$ cat src/rtl/dma_ahb_cfg_bridge_pkg.sv
`default_nettype none
// ============================================================================
//  Package     : cram_dma_pkg
//  Description : Shared definitions for the DMA configuration bridge.
//                Holds the DMA register offsets, AHB-Lite encodings and the
//                bridge FSM state type.
//  Revision    : 1.0 - initial release
// ============================================================================
package cram_dma_pkg;

   // DMA register word offsets inside the 4 KB slot
   localparam logic [11:0] REG_RD_ADDR = 12'h000;
   localparam logic [11:0] REG_WR_ADDR = 12'h004;
   localparam logic [11:0] REG_LENGTH  = 12'h008;
   localparam logic [11:0] REG_STEP    = 12'h00C;
   localparam logic [11:0] REG_CTRL    = 12'h010;

   // AHB-Lite encodings
   localparam logic [1:0] HTRANS_IDLE   = 2'b00;
   localparam logic [1:0] HTRANS_BUSY   = 2'b01;
   localparam logic [1:0] HTRANS_NONSEQ = 2'b10;
   localparam logic [1:0] HTRANS_SEQ    = 2'b11;
   localparam logic [2:0] HSIZE_BYTE    = 3'b000;
   localparam logic [2:0] HSIZE_WORD    = 3'b010;
   localparam logic       HRESP_OKAY    = 1'b0;
   localparam logic       HRESP_ERROR   = 1'b1;

   // Data-phase state of the bridge
   typedef enum logic [2:0] {
      ST_IDLE    = 3'd0,
      ST_WR      = 3'd1,
      ST_RD_HOLD = 3'd2,
      ST_RD_ADDR = 3'd3,
      ST_RD_DONE = 3'd4,
      ST_ERR1    = 3'd5,
      ST_ERR2    = 3'd6
   } state_e;

endpackage
`default_nettype wire

$ cat src/rtl/dma_ahb_cfg_bridge_if.sv
`default_nettype none
// ============================================================================
//  Interface   : dma_ahb_cfg_bridge_if
//  Description : AHB-Lite slave port of the DMA configuration bridge.
//  Signals     : HSEL, HADDR[31:0], HTRANS[1:0], HWRITE, HSIZE[2:0],
//                HWDATA[31:0], HREADY      (master -> slave)
//                HREADYOUT, HRESP, HRDATA[31:0]   (slave -> master)
//  Revision    : 1.0 - initial release
// ============================================================================
interface dma_ahb_cfg_bridge_if;

   logic        HSEL;
   logic [31:0] HADDR;
   logic [1:0]  HTRANS;
   logic        HWRITE;
   logic [2:0]  HSIZE;
   logic [31:0] HWDATA;
   logic        HREADY;
   logic        HREADYOUT;
   logic        HRESP;
   logic [31:0] HRDATA;

   modport master (
      output HSEL, HADDR, HTRANS, HWRITE, HSIZE, HWDATA, HREADY,
      input  HREADYOUT, HRESP, HRDATA
   );

   modport slave (
      input  HSEL, HADDR, HTRANS, HWRITE, HSIZE, HWDATA, HREADY,
      output HREADYOUT, HRESP, HRDATA
   );

endinterface
`default_nettype wire

$ cat src/rtl/dma_ahb_cfg_bridge.sv
`default_nettype none
// ============================================================================
//  Module      : dma_ahb_cfg_bridge
//  Description : AHB-Lite slave in front of the DMA configuration port.
//                Writes are posted (zero wait) and committed one cycle after
//                their data phase as a single dma_write_o strobe. Reads take
//                a two-cycle data phase; an extra hold cycle is inserted when
//                a posted write is committing. Illegal accesses get a
//                two-cycle ERROR response and never touch the registers.
//  Ports       : clk_i, rst_i          clock, async active-high reset
//                bus                   AHB-Lite slave interface
//                dma_addr_o            DMA register offset
//                dma_write_o           one-cycle register write strobe
//                dma_wdata_o           DMA register write data
//                dma_rdata_i           DMA register read data (comb. of addr)
//  Revision    : 1.0 - initial release
// ============================================================================
module dma_ahb_cfg_bridge
   import cram_dma_pkg::*;
#(
   parameter int                ADDR_W   = 12,
   parameter int                DATA_W   = 32,
   parameter logic [ADDR_W-1:0] REG_LAST = 12'h010
) (
   input  wire                    clk_i,
   input  wire                    rst_i,
   dma_ahb_cfg_bridge_if.slave    bus,
   output logic [ADDR_W-1:0]      dma_addr_o,
   output logic                   dma_write_o,
   output logic [DATA_W-1:0]      dma_wdata_o,
   input  wire  [DATA_W-1:0]      dma_rdata_i
);

   state_e              state_q, state_d;
   logic [ADDR_W-1:0]   addr_q, addr_d;          // address captured at accept
   logic [ADDR_W-1:0]   dma_addr_q, dma_addr_d;
   logic                dma_write_q, dma_write_d;
   logic [DATA_W-1:0]   dma_wdata_q, dma_wdata_d;
   logic [DATA_W-1:0]   hrdata_q, hrdata_d;

   logic accept;
   logic illegal;

   assign accept  = bus.HSEL & bus.HREADY & bus.HTRANS[1];
   assign illegal = (bus.HSIZE != HSIZE_WORD) ||
                    (bus.HADDR[1:0] != 2'b00) ||
                    (bus.HADDR[ADDR_W-1:0] > REG_LAST);

   // Upper address bits select the 4 KB slot in the interconnect only.
   wire unused_bits = &{1'b0, bus.HADDR[31:ADDR_W], bus.HTRANS[0]};

   always_comb begin
      state_d     = state_q;
      addr_d      = addr_q;
      dma_addr_d  = dma_addr_q;
      dma_write_d = 1'b0;
      dma_wdata_d = dma_wdata_q;
      hrdata_d    = hrdata_q;

      case (state_q)
         ST_RD_HOLD: begin
            // The posted write owned dma_addr_o this cycle; now drive the read.
            state_d    = ST_RD_ADDR;
            dma_addr_d = addr_q;
         end
         ST_RD_ADDR: begin
            state_d  = ST_RD_DONE;
            hrdata_d = dma_rdata_i;
         end
         ST_ERR1: begin
            state_d = ST_ERR2;
         end
         default: begin
            // IDLE, WR, RD_DONE, ERR2: HREADYOUT is high, transfer boundary.
            if (state_q == ST_WR) begin
               // End of write data phase: load the single-entry post buffer,
               // which is exactly the strobe/address/data register set.
               dma_write_d = 1'b1;
               dma_addr_d  = addr_q;
               dma_wdata_d = bus.HWDATA[DATA_W-1:0];
            end
            state_d = ST_IDLE;
            if (accept) begin
               addr_d = bus.HADDR[ADDR_W-1:0];
               if (illegal) begin
                  state_d = ST_ERR1;
               end else if (bus.HWRITE) begin
                  state_d = ST_WR;
               end else if (state_q == ST_WR) begin
                  // Commit lands in the first read cycle; wait for it so a
                  // read-after-write to the same offset sees the new value.
                  state_d = ST_RD_HOLD;
               end else begin
                  state_d    = ST_RD_ADDR;
                  dma_addr_d = bus.HADDR[ADDR_W-1:0];
               end
            end
         end
      endcase
   end

   always_ff @(posedge clk_i or posedge rst_i) begin
      if (rst_i) begin
         state_q     <= ST_IDLE;
         addr_q      <= '0;
         dma_addr_q  <= '0;
         dma_write_q <= 1'b0;
         dma_wdata_q <= '0;
         hrdata_q    <= '0;
      end else begin
         state_q     <= state_d;
         addr_q      <= addr_d;
         dma_addr_q  <= dma_addr_d;
         dma_write_q <= dma_write_d;
         dma_wdata_q <= dma_wdata_d;
         hrdata_q    <= hrdata_d;
      end
   end

   assign bus.HREADYOUT = !((state_q == ST_RD_HOLD) ||
                            (state_q == ST_RD_ADDR) ||
                            (state_q == ST_ERR1));
   assign bus.HRESP     = ((state_q == ST_ERR1) || (state_q == ST_ERR2)) ?
                          HRESP_ERROR : HRESP_OKAY;
   assign bus.HRDATA    = hrdata_q;

   assign dma_addr_o  = dma_addr_q;
   assign dma_write_o = dma_write_q;
   assign dma_wdata_o = dma_wdata_q;

endmodule
`default_nettype wire
$ cat src/flat_wrapper.sv
// flat-port wrapper written by rule: the top's interface ports become plain ports
module dma_ahb_cfg_bridge_flat import cram_dma_pkg::*;
#(
   parameter int                ADDR_W   = 12,
   parameter int                DATA_W   = 32,
   parameter logic [ADDR_W-1:0] REG_LAST = 12'h010
)
  (clk_i, rst_i, dma_addr_o, dma_write_o, dma_wdata_o, dma_rdata_i, bus_HSEL, bus_HADDR, bus_HTRANS, bus_HWRITE, bus_HSIZE, bus_HWDATA, bus_HREADY, bus_HREADYOUT, bus_HRESP, bus_HRDATA);
  dma_ahb_cfg_bridge_if bus_i ();
  input  wire clk_i;
  input  wire rst_i;
  output logic [ADDR_W-1:0] dma_addr_o;
  output logic dma_write_o;
  output logic [DATA_W-1:0] dma_wdata_o;
  input  wire  [DATA_W-1:0] dma_rdata_i;
  input wire logic [$bits(bus_i.HSEL)-1:0] bus_HSEL;
  input wire logic [$bits(bus_i.HADDR)-1:0] bus_HADDR;
  input wire logic [$bits(bus_i.HTRANS)-1:0] bus_HTRANS;
  input wire logic [$bits(bus_i.HWRITE)-1:0] bus_HWRITE;
  input wire logic [$bits(bus_i.HSIZE)-1:0] bus_HSIZE;
  input wire logic [$bits(bus_i.HWDATA)-1:0] bus_HWDATA;
  input wire logic [$bits(bus_i.HREADY)-1:0] bus_HREADY;
  output wire logic [$bits(bus_i.HREADYOUT)-1:0] bus_HREADYOUT;
  output wire logic [$bits(bus_i.HRESP)-1:0] bus_HRESP;
  output wire logic [$bits(bus_i.HRDATA)-1:0] bus_HRDATA;
  assign bus_i.HSEL = bus_HSEL;
  assign bus_i.HADDR = bus_HADDR;
  assign bus_i.HTRANS = bus_HTRANS;
  assign bus_i.HWRITE = bus_HWRITE;
  assign bus_i.HSIZE = bus_HSIZE;
  assign bus_i.HWDATA = bus_HWDATA;
  assign bus_i.HREADY = bus_HREADY;
  assign bus_HREADYOUT = bus_i.HREADYOUT;
  assign bus_HRESP = bus_i.HRESP;
  assign bus_HRDATA = bus_i.HRDATA;
  dma_ahb_cfg_bridge #(.ADDR_W(ADDR_W), .DATA_W(DATA_W), .REG_LAST(REG_LAST)) u_core (.clk_i(clk_i), .rst_i(rst_i), .bus(bus_i), .dma_addr_o(dma_addr_o), .dma_write_o(dma_write_o), .dma_wdata_o(dma_wdata_o), .dma_rdata_i(dma_rdata_i));
endmodule
$ cat config.mk
export PLATFORM = sky130hd
export DESIGN_NAME = dma_ahb_cfg_bridge_flat
export DESIGN_NICKNAME = d
export VERILOG_FILES = /design/src/rtl/dma_ahb_cfg_bridge_pkg.sv /design/src/rtl/dma_ahb_cfg_bridge_if.sv /design/src/rtl/dma_ahb_cfg_bridge.sv /design/src/flat_wrapper.sv
export SDC_FILE = /design/constraint.sdc
export NUM_CORES = 1
export LEC_CHECK = 0
export ABC_AREA = 1
export ABC_CLOCK_PERIOD_IN_PS = 10100
export CORE_ASPECT_RATIO = 0.9
export CORE_MARGIN = 4
export CORE_UTILIZATION = 44
export CTS_CLUSTER_DIAMETER = 150
export DETAILED_ROUTE_END_ITERATION = 10
export GPL_TIMING_DRIVEN = 0
export PLACE_DENSITY = 0.9
export SLEW_MARGIN = 20
export SYNTH_ARGS = -nofsm -noshare
export SYNTH_HDL_FRONTEND = slang
export SYNTH_SLANG_ARGS = --single-unit
$ cat constraint.sdc
create_clock -name clk_i -period 10.1 [get_ports clk_i]
set_clock_uncertainty 0.2 [all_clocks]
set_input_delay 2.02 -clock clk_i [delete_from_list [all_inputs] [get_ports clk_i]]
set_output_delay 2.02 -clock clk_i [all_outputs]
set_load 0.02 [all_outputs]
==> out/qor.yml, run 1 <==
synth_flop_cell: "dfrtp_1"
power_density_mw_per_mm2: 308
run_status: "finished clean"
ir_drop_uv: 160
swShare: 0.401
stdcell_count: 738
cts_tree: "yes"
post_cts_buffers: 0
port_buffers: 163
dp_slack_ns: 6.27
grt_util_all_layers: 0.200
worst_setup_path_end_kind: "output pin"
crit_type: "register to output pin"
worst_slew_pin_slew_ns: 0.429
hold_ws_ns: 0.275
syn_nets: 549
dp_hpwl_um: 7620
setup_viol: 0
synth_area_per_cell_um2: 8.60
p_clk_frac: 0.135
dieArea_mm2: 0.0102
yosys_warnings: 0
drt_iter0_drc: 130
vias: 3446
max-slew-margin-rel: 0.714
cts_max_level: 3
via_per_inst: 4.67
cts_root_buf: "clkbuf_8"
start_util: 0.463
final_nets: 724
rows: 31
drive_gt1_frac: 0.0690
netSwitchingPower_uw: 716
worstSkewPairLatency_ns: 0.34
fp.dieH_um: 96.3
clk_pin_slew_ns: 0.09
hold_violations: 0
synth_seq_area_share: 0.604
drtAntennaViolNets: 0
async_flop_share: 1.00
post-route-period-util: 0.404
crit_required_ns: 7.88
clock-sinks: 92
intPower_mw: 1.07
clockBufferDepth: 2
finalSetupTns_ns: 0
postCtsResizedCells: 0
holdCritPathClass: "register to register"
overflow: 0
cap_viol_max_count: 0
syn_inst: 443
grt_pass1_wl_um: 16200
holdBufCountCts: 0
synth_area_mm2: 0.00381
fin_crit_ns: 4.08
start_kind: "register"
core_region_area_mm2: 0.00822
pwr-share-seq: 0.353
drc: 0
p_leak_nw: 2.83
rsz0062_at_grt: "no"
worst-path-max-fanout: 4
routed_wl_um: 9950
dpl.cell_count: 722
maxSlewViolCount: 0
wire_per_inst_um: 13.5
gp_congestion: 0.847
fmax_ghz: 0.245
die_w_um: 106
synth_edf_count: 0
firstDrtPassIters: 5
pin_count: 185
grt_max_degree: 62
grt_antenna_before_repair: 0
syn_to_final_growth_pct: 52.5
ys_ff_latch: 92
p_comb_frac: 0.511
power.total_mw: 1.79
setup_ws_ns: 6.02
cp.arrival_ns: 1.86
cts_buffers: 9
grt_pass1_vias: 3454
ys_types: 23
diodes: 0
[kinds of logic after synthesis]
| family | Yosys count | share of synthesized area |
|---|---|---|
| simple gates | 285 | 0.305 |
| buf+inv | 40 | 0.0529 |
| compound gates | 26 | 0.0378 |
| flops | 92 | 0.604 |
[final timing paths]
path,start,end,slack [ns],depth (start not counted)
max,u_core.state_q[1],bus_HREADYOUT,6.02,5
min,u_core.dma_wdata_o[24],u_core.dma_wdata_o[24],0.28,2
max reg2reg,u_core.state_q[0],u_core.dma_addr_o[10],8.39,8
min reg2reg,u_core.dma_wdata_o[24],u_core.dma_wdata_o[24],0.28,2
max in group asynchronous,rst_i,u_core.addr_q[0],7.25,3
min in group asynchronous,rst_i,u_core.bus.HRDATA[21],1.83,2
[final cells by class]
cell class              instances  area (um^2)
clock inverters                 5         61.3
fillers                       647         2420
plain buffers                  19          123
well taps                     115          144
multi-input cells             311         1310
inverters                      21         81.3
flip-flops and latches         92         2300
clock buffers                  11          131
repair buffers                164         1660
[power groups by stage]
stage / Combinational, mW / Clock (mW) / Sequential (mW)
2_1_floorplan: 0.319 / 0 / 0.807
5_1_grt: 0.999 / 0.265 / 0.652
4_1_cts: 0.926 / 0.251 / 0.632
3_3_place_gp: 0.899 / 0 / 0.626
3_5_place_dp: 0.925 / 0 / 0.636
6_report: 0.915 / 0.242 / 0.632
[worst max-delay path, stage by stage (launching register included)]
cell	delay, ns
dfrtp_1	0.41
inv_1	0.08
nand3_1	0.14
nand2_2	0.09
nor2_4	0.14
clkdlybuf4s50_1	0.65
[Yosys cell counts, types with 2 or more instances]
library cell  instances  area share
buf_2                11       0.014
buf_6                 5       0.015
clkbuf_1              3      0.0030
dfrtp_1              92        0.60
inv_1                19       0.019
inv_2                 2      0.0020
nand2_1             248        0.24
nand2_2               2      0.0033
nand3_1               6      0.0079
nand3b_1             11       0.022
nor2_1               11       0.011
o21ai_0              11       0.014
o21ai_1              10       0.013
o21ai_2               3      0.0069
[registers in the layout, indices dropped and copies added (netlist names)]
name,cells
u_core.addr_q,12
u_core.bus.HRDATA,32
u_core.dma_addr_o,12
u_core.dma_wdata_o,32
u_core.dma_write_o,1
u_core.state_q,3
[layout by cell type, fill, tap and decap left out, types with 2 or more instances in the layout]
cell and count:
o21ai_2 3, clkbuf_8 9, o21ai_1 10, nand3b_1 11, nor2_1 11, inv_2 2, nand2_2 2, inv_1 18
clkbuf_1 5, buf_6 5, nand3_1 6, buf_2 11, o21ai_0 11, nand2_1 248, dfrtp_1 92, clkdlybuf4s50_1 163
clkinvlp_4 3
[routing by layer]
metal	vias up	global-route usage	share of wire
li1	1703	-	-
met1	1596	0.238	0.41
met2	137	0.347	0.49
met3	10	0.0751	0.086
met4	0	0.0529	0.012
met5	-	0	0
[metrics by stage]
step / cell area, um^2 / util
2_1_floorplan: 3810 / -
3_3_place_gp: 5580 / 0.679
3_5_place_dp: 5610 / 0.683
4_1_cts: 5810 / 0.706
5_1_grt: 5810 / 0.706
6_report: 5810 / 0.706
No activity file was read; power rests on OpenSTA's default activity.
==> inputs of run 2 (changes only) <==
ABC_CLOCK_PERIOD_IN_PS = 3400   (was 10100)
CORE_UTILIZATION = 37   (was 44)
PLACE_DENSITY = 0.81   (was 0.9)
clock period = 3.4 ns   (was 10.1 ns; I/O delays follow)
==> run 2 against run 1 <==
Net effect:
- sequential cell count unchanged
- clock power increased to 3.9 times the previous value
- sequential share of layout area decreased by 0.72 points
- critical path depth unchanged
- hold slack got worse by 0.0054 ns
- setup slack got worse by 5.3 ns
- global-route usage decreased by 2.9 points
- via count decreased by 1.5%
- largest cell class unchanged
==> out/qor.yml, run 2 (synthesis gave the netlist of run 1 again) <==
post_cts_buffers: 0
grt_pass1_vias: 3449
rows: 34
p_clk_frac: 0.171
final_common_cell: "nand2_1"
cp.arrival_ns: 1.83
hold_violations: 0
worst-path-max-fanout: 4
via_per_inst: 4.53
fmax_ghz: 0.369
swShare: 0.393
crit_required_ns: 2.52
finish.utilization: 0.599
hold_ws_ns: 0.270
postCtsResizedCells: 0
diodes: 0
holdBufCountCts: 0
cts_root_buf: "clkbuf_16"
overflow: 0
setup_viol: 0
drtAntennaViolNets: 0
start_util: 0.386
wire_per_inst_um: 13.5
maxSlewViolCount: 0
routed_wl_um: 10100
grt_max_degree: 61
netSwitchingPower_mw: 2.18
p_leak_nw: 2.88
syn_to_final_growth_pct: 55.3
final_nets: 724
clock-sinks: 92
grt_util_all_layers: 0.171
clk_pin_slew_ns: 0.06
gp_congestion: 0.862
port_buffers: 163
vias: 3396
fp.dieH_um: 104
grt_antenna_before_repair: 0
cap_viol_max_count: 0
clockBufferDepth: 2
dpl.cell_count: 733
pwr-share-seq: 0.338
power_density_mw_per_mm2: 938
worstSkewPairLatency_ns: 0.33
cts_buffers: 9
grt_pass1_wl_um: 16700
worst_setup_path_end_kind: "output pin"
max-slew-margin-rel: 0.714
fin_crit_ns: 2.71
p_comb_frac: 0.491
crit_type: "register to output pin"
cts_max_level: 3
holdCritPathClass: "register to register"
intPower_mw: 3.37
core_region_area_mm2: 0.00987
post-route-period-util: 0.797
layout_common_cells: "nand2_1 (248), clkdlybuf4s50_1 (163), dfrtp_1 (92), inv_1 (18)"
drive_gt1_frac: 0.0706
drt_iter0_drc: 99
run_status: "finished clean"
start_kind: "register"
firstDrtPassIters: 5
worst_slew_pin_slew_ns: 0.429
stdcell_count: 749
dieArea_mm2: 0.0120
ir_drop_uv: 486
dp_hpwl_um: 7760
drc: 0
pin_count: 185
rsz0062_at_grt: "no"
die_w_um: 115
cts_tree: "yes"
==> run 2: cell types whose count changed in the layout (fill, tap and decap cells not counted) <==
cell        before  now
clkbuf_1         5    4
clkbuf_8         9    1
clkinvlp_4       3    2
clkbuf_16        0    9
inv_8            0    1
clkinv_4         0    1
bufinv_16        1    0
==> run 2: critical path, cell delays in order (launching register included) <==
cell             delay [ns]
dfrtp_1                0.42
inv_1                  0.08
nand3_1                0.13
nand2_2                0.09
nor2_4                 0.16
clkdlybuf4s50_1        0.63
==> run 2: metrics by stage <==
| stage | setup WS [ns] | cell area, um^2 | TNS [ns] | power (mW) |
|---|---|---|---|---|
| after floorplan | 0.128 | 3810 | 0 | 3.34 |
| after global placement | -1.19 | 5600 | -109.26 | 4.55 |
| after detailed placement | 0.900 | 5630 | 0 | 4.64 |
| after CTS | 0.662 | 5910 | 0 | 5.61 |
| after global routing | 0.608 | 5910 | 0 | 5.94 |
| final | 0.690 | 5910 | 0 | 5.55 |
==> run 2: layer usage <==
metal  routed length, um  share of wire  global-route usage  up-vias
met5                   0              0                   0        -
met4                 112          0.011              0.0469        0
met3                 793          0.079              0.0558       10
met2                4870           0.48               0.277      111
met1                4310           0.43               0.219     1560
li1                    -              -                   -     1715
==> run 2: power groups by stage <==
stage / combinational, mW / sequential [mW] / clock [mW]
finish: 2.72 / 1.88 / 0.948
global route: 2.96 / 1.95 / 1.03
CTS: 2.76 / 1.88 / 0.973
detailed placement: 2.75 / 1.89 / 0
global placement: 2.68 / 1.87 / 0
floorplan: 0.948 / 2.40 / 0
==> run 2: final cells by class <==
cell class,instances,area (um^2)
Clock inverter,5,43.8
Multi-Input combinational cell,311,1310
Sequential cell,92,2300
Tap cell,126,158
Inverter,21,81.3
Buffer,19,123
Timing Repair Buffer,164,1660
Fill cell,880,3960
Clock buffer,11,243
==> run 2: path summary, 6_finish.rpt <==
kind / endpoint / startpoint / cells after the start / slack [ns]
worst min-delay path: u_core.dma_wdata_o[24] / u_core.dma_wdata_o[24] / 2 / 0.27
min in group asynchronous: u_core.bus.HRDATA[22] / rst_i / 2 / 0.51
worst min register to register: u_core.dma_wdata_o[24] / u_core.dma_wdata_o[24] / 2 / 0.27
max in group asynchronous: u_core.addr_q[10] / rst_i / 3 / 1.85
worst max register to register: u_core.dma_addr_o[10] / u_core.state_q[1] / 8 / 1.68
worst max-delay path: bus_HREADYOUT / u_core.state_q[1] / 5 / 0.69
==> inputs of run 3 (changes only) <==
ABC_CLOCK_PERIOD_IN_PS = 2750   (was 3400)
CORE_UTILIZATION = 41   (was 37)
PLACE_DENSITY = 0.85   (was 0.81)
clock period = 2.75 ns   (was 3.4 ns; I/O delays follow)
==> run 3 against run 2 <==
Net effect:
- sequential cell count did not move
- total power rose by 20%
- non-clock buffer count rose by 1
- global-route usage rose by 2.2 points
- critical path type unchanged
- critical endpoint unchanged
- combinational power rose by 24%
- hold slack improved by 0.0083 ns
- setup slack got worse by 0.56 ns
- core utilization rose by 4.5 points
- routed wire length rose by 1.7%
- count of clock-buffer cells in the layout did not move
- clock power rose by 1%
==> out/qor.yml, run 3 (synthesis gave the netlist of run 1 again) <==
maxSlewViolCount: 0
cap_viol_max_count: 0
max-slew-margin-rel: 0.518
setup_viol: 0
worst_setup_path_end_kind: "output pin"
cp.arrival_ns: 1.87
worstSkewPairLatency_ns: 0.34
crit_type: "register to output pin"
start_util: 0.419
dp_slack_ns: 0.430
fin_crit_ns: 2.62
wire_per_inst_um: 13.8
dieArea_mm2: 0.0109
dpl.cell_count: 730
drive_gt1_frac: 0.0737
drtAntennaViolNets: 0
core_region_area_mm2: 0.00908
rsz0062_at_grt: "no"
seq_area_mm2: 0.00230
holdBufCountCts: 0
post_cts_buffers: 0
holdCritPathClass: "register to register"
final_common_cell: "nand2_1"
grt_max_degree: 33
fillers: 766
firstDrtPassIters: 4
multi_input_area_mm2: 0.00131
layout_common_cells: "nand2_1 (248), clkdlybuf4s50_1 (163), dfrtp_1 (92), inv_1 (18)"
routed_wl_um: 10300
postLayoutCellArea_mm2: 0.00585
grt_pass1_wl_um: 16800
run_status: "finished clean"
post-route-period-util: 0.951
worst_slew_pin_slew_ns: 0.721
clk_pin_slew_ns: 0.09
power.total_mw: 6.66
dp_hpwl_um: 8020
setup_ws_ns: 0.134
stdcell_count: 746
placed_area_mm2: 0.00564
hold_ws_ns: 0.278
clockBufferDepth: 2
ir_drop_uv: 573
drc: 0
die_w_um: 110
grt_antenna_before_repair: 0
drt_iter0_drc: 139
worst-path-max-fanout: 7
via_per_inst: 4.66
postCtsResizedCells: 0
power_density_mw_per_mm2: 1140
finalSetupTns_ns: 0
syn_to_final_growth_pct: 53.7
fp.dieH_um: 99.4
finish.utilization: 0.644
diodes: 0
rows: 33
p_leak_nw: 2.86
start_kind: "register"
gp_congestion: 0.821
cts_max_level: 3
clock-sinks: 92
vias: 3477
grt_pass1_vias: 3596
cts_tree: "yes"
fmax_ghz: 0.382
pin_count: 185
cts_root_buf: "clkbuf_8"
final_nets: 725
overflow: 0
cts_buffers: 9
hold_violations: 0
port_buffers: 163
crit_required_ns: 2.00
grt_util_all_layers: 0.193
[run 3: changes by cell type in the layout (fill, tap and decap cells not counted)]
cell / before / now
bufinv_16: 0 / 1
clkbuf_8: 1 / 11
buf_12: 0 / 2
clkbuf_16: 9 / 0
inv_8: 1 / 0
inv_4: 1 / 0
clkinv_4: 1 / 2
inv_6: 1 / 2
clkbuf_1: 4 / 3
buf_16: 1 / 0
clkinvlp_4: 2 / 1
[run 3: power by group]
| part | leakage [nW] | switching [mW] | internal (mW) |
|---|---|---|---|
| Sequential | 1.09 | 0.356 | 1.97 |
| Clock | 0.111 | 0.481 | 0.480 |
| Combinational | 1.66 | 1.83 | 1.54 |
| Total | 2.86 | 2.67 | 3.99 |
[run 3: cell type report]
class                           count  share of cell area
Buffer                             19              0.0209
Multi-Input combinational cell    311               0.223
Tap cell                          122              0.0261
Timing Repair Buffer              165               0.286
Clock buffer                       11              0.0259
Clock inverter                      5              0.0111
Sequential cell                    92               0.393
Inverter                           21              0.0141
[run 3: critical path, stage by stage, from the launching register on]
cell and delay [ns]:
dfrtp_1 0.43, inv_2 0.09, nand3_4 0.11, nand2_2 0.09
nor2_4 0.17, clkdlybuf4s50_1 0.63
[run 3: final timing paths]
kind                                            start                      to  slack (ns)  cells past startpoint
worst max-delay path                u_core.state_q[2]           bus_HREADYOUT        0.13                      5
worst min-delay path            u_core.dma_addr_o[11]   u_core.dma_addr_o[11]        0.28                      2
worst max register to register      u_core.state_q[0]   u_core.dma_addr_o[10]        1.10                      8
worst min register to register  u_core.dma_addr_o[11]   u_core.dma_addr_o[11]        0.28                      2
max in group asynchronous                       rst_i   u_core.bus.HRDATA[16]        1.26                      3
min in group asynchronous                       rst_i  u_core.dma_wdata_o[27]        0.48                      2
[run 3: layer usage]
metal  track usage  vias to the layer above  wire length, um
li1              -                     1707                -
met1         0.235                     1615             4150
met2         0.323                      138             5010
met3        0.0642                       17              927
met4        0.0614                        0              172
met5             0                        -                0
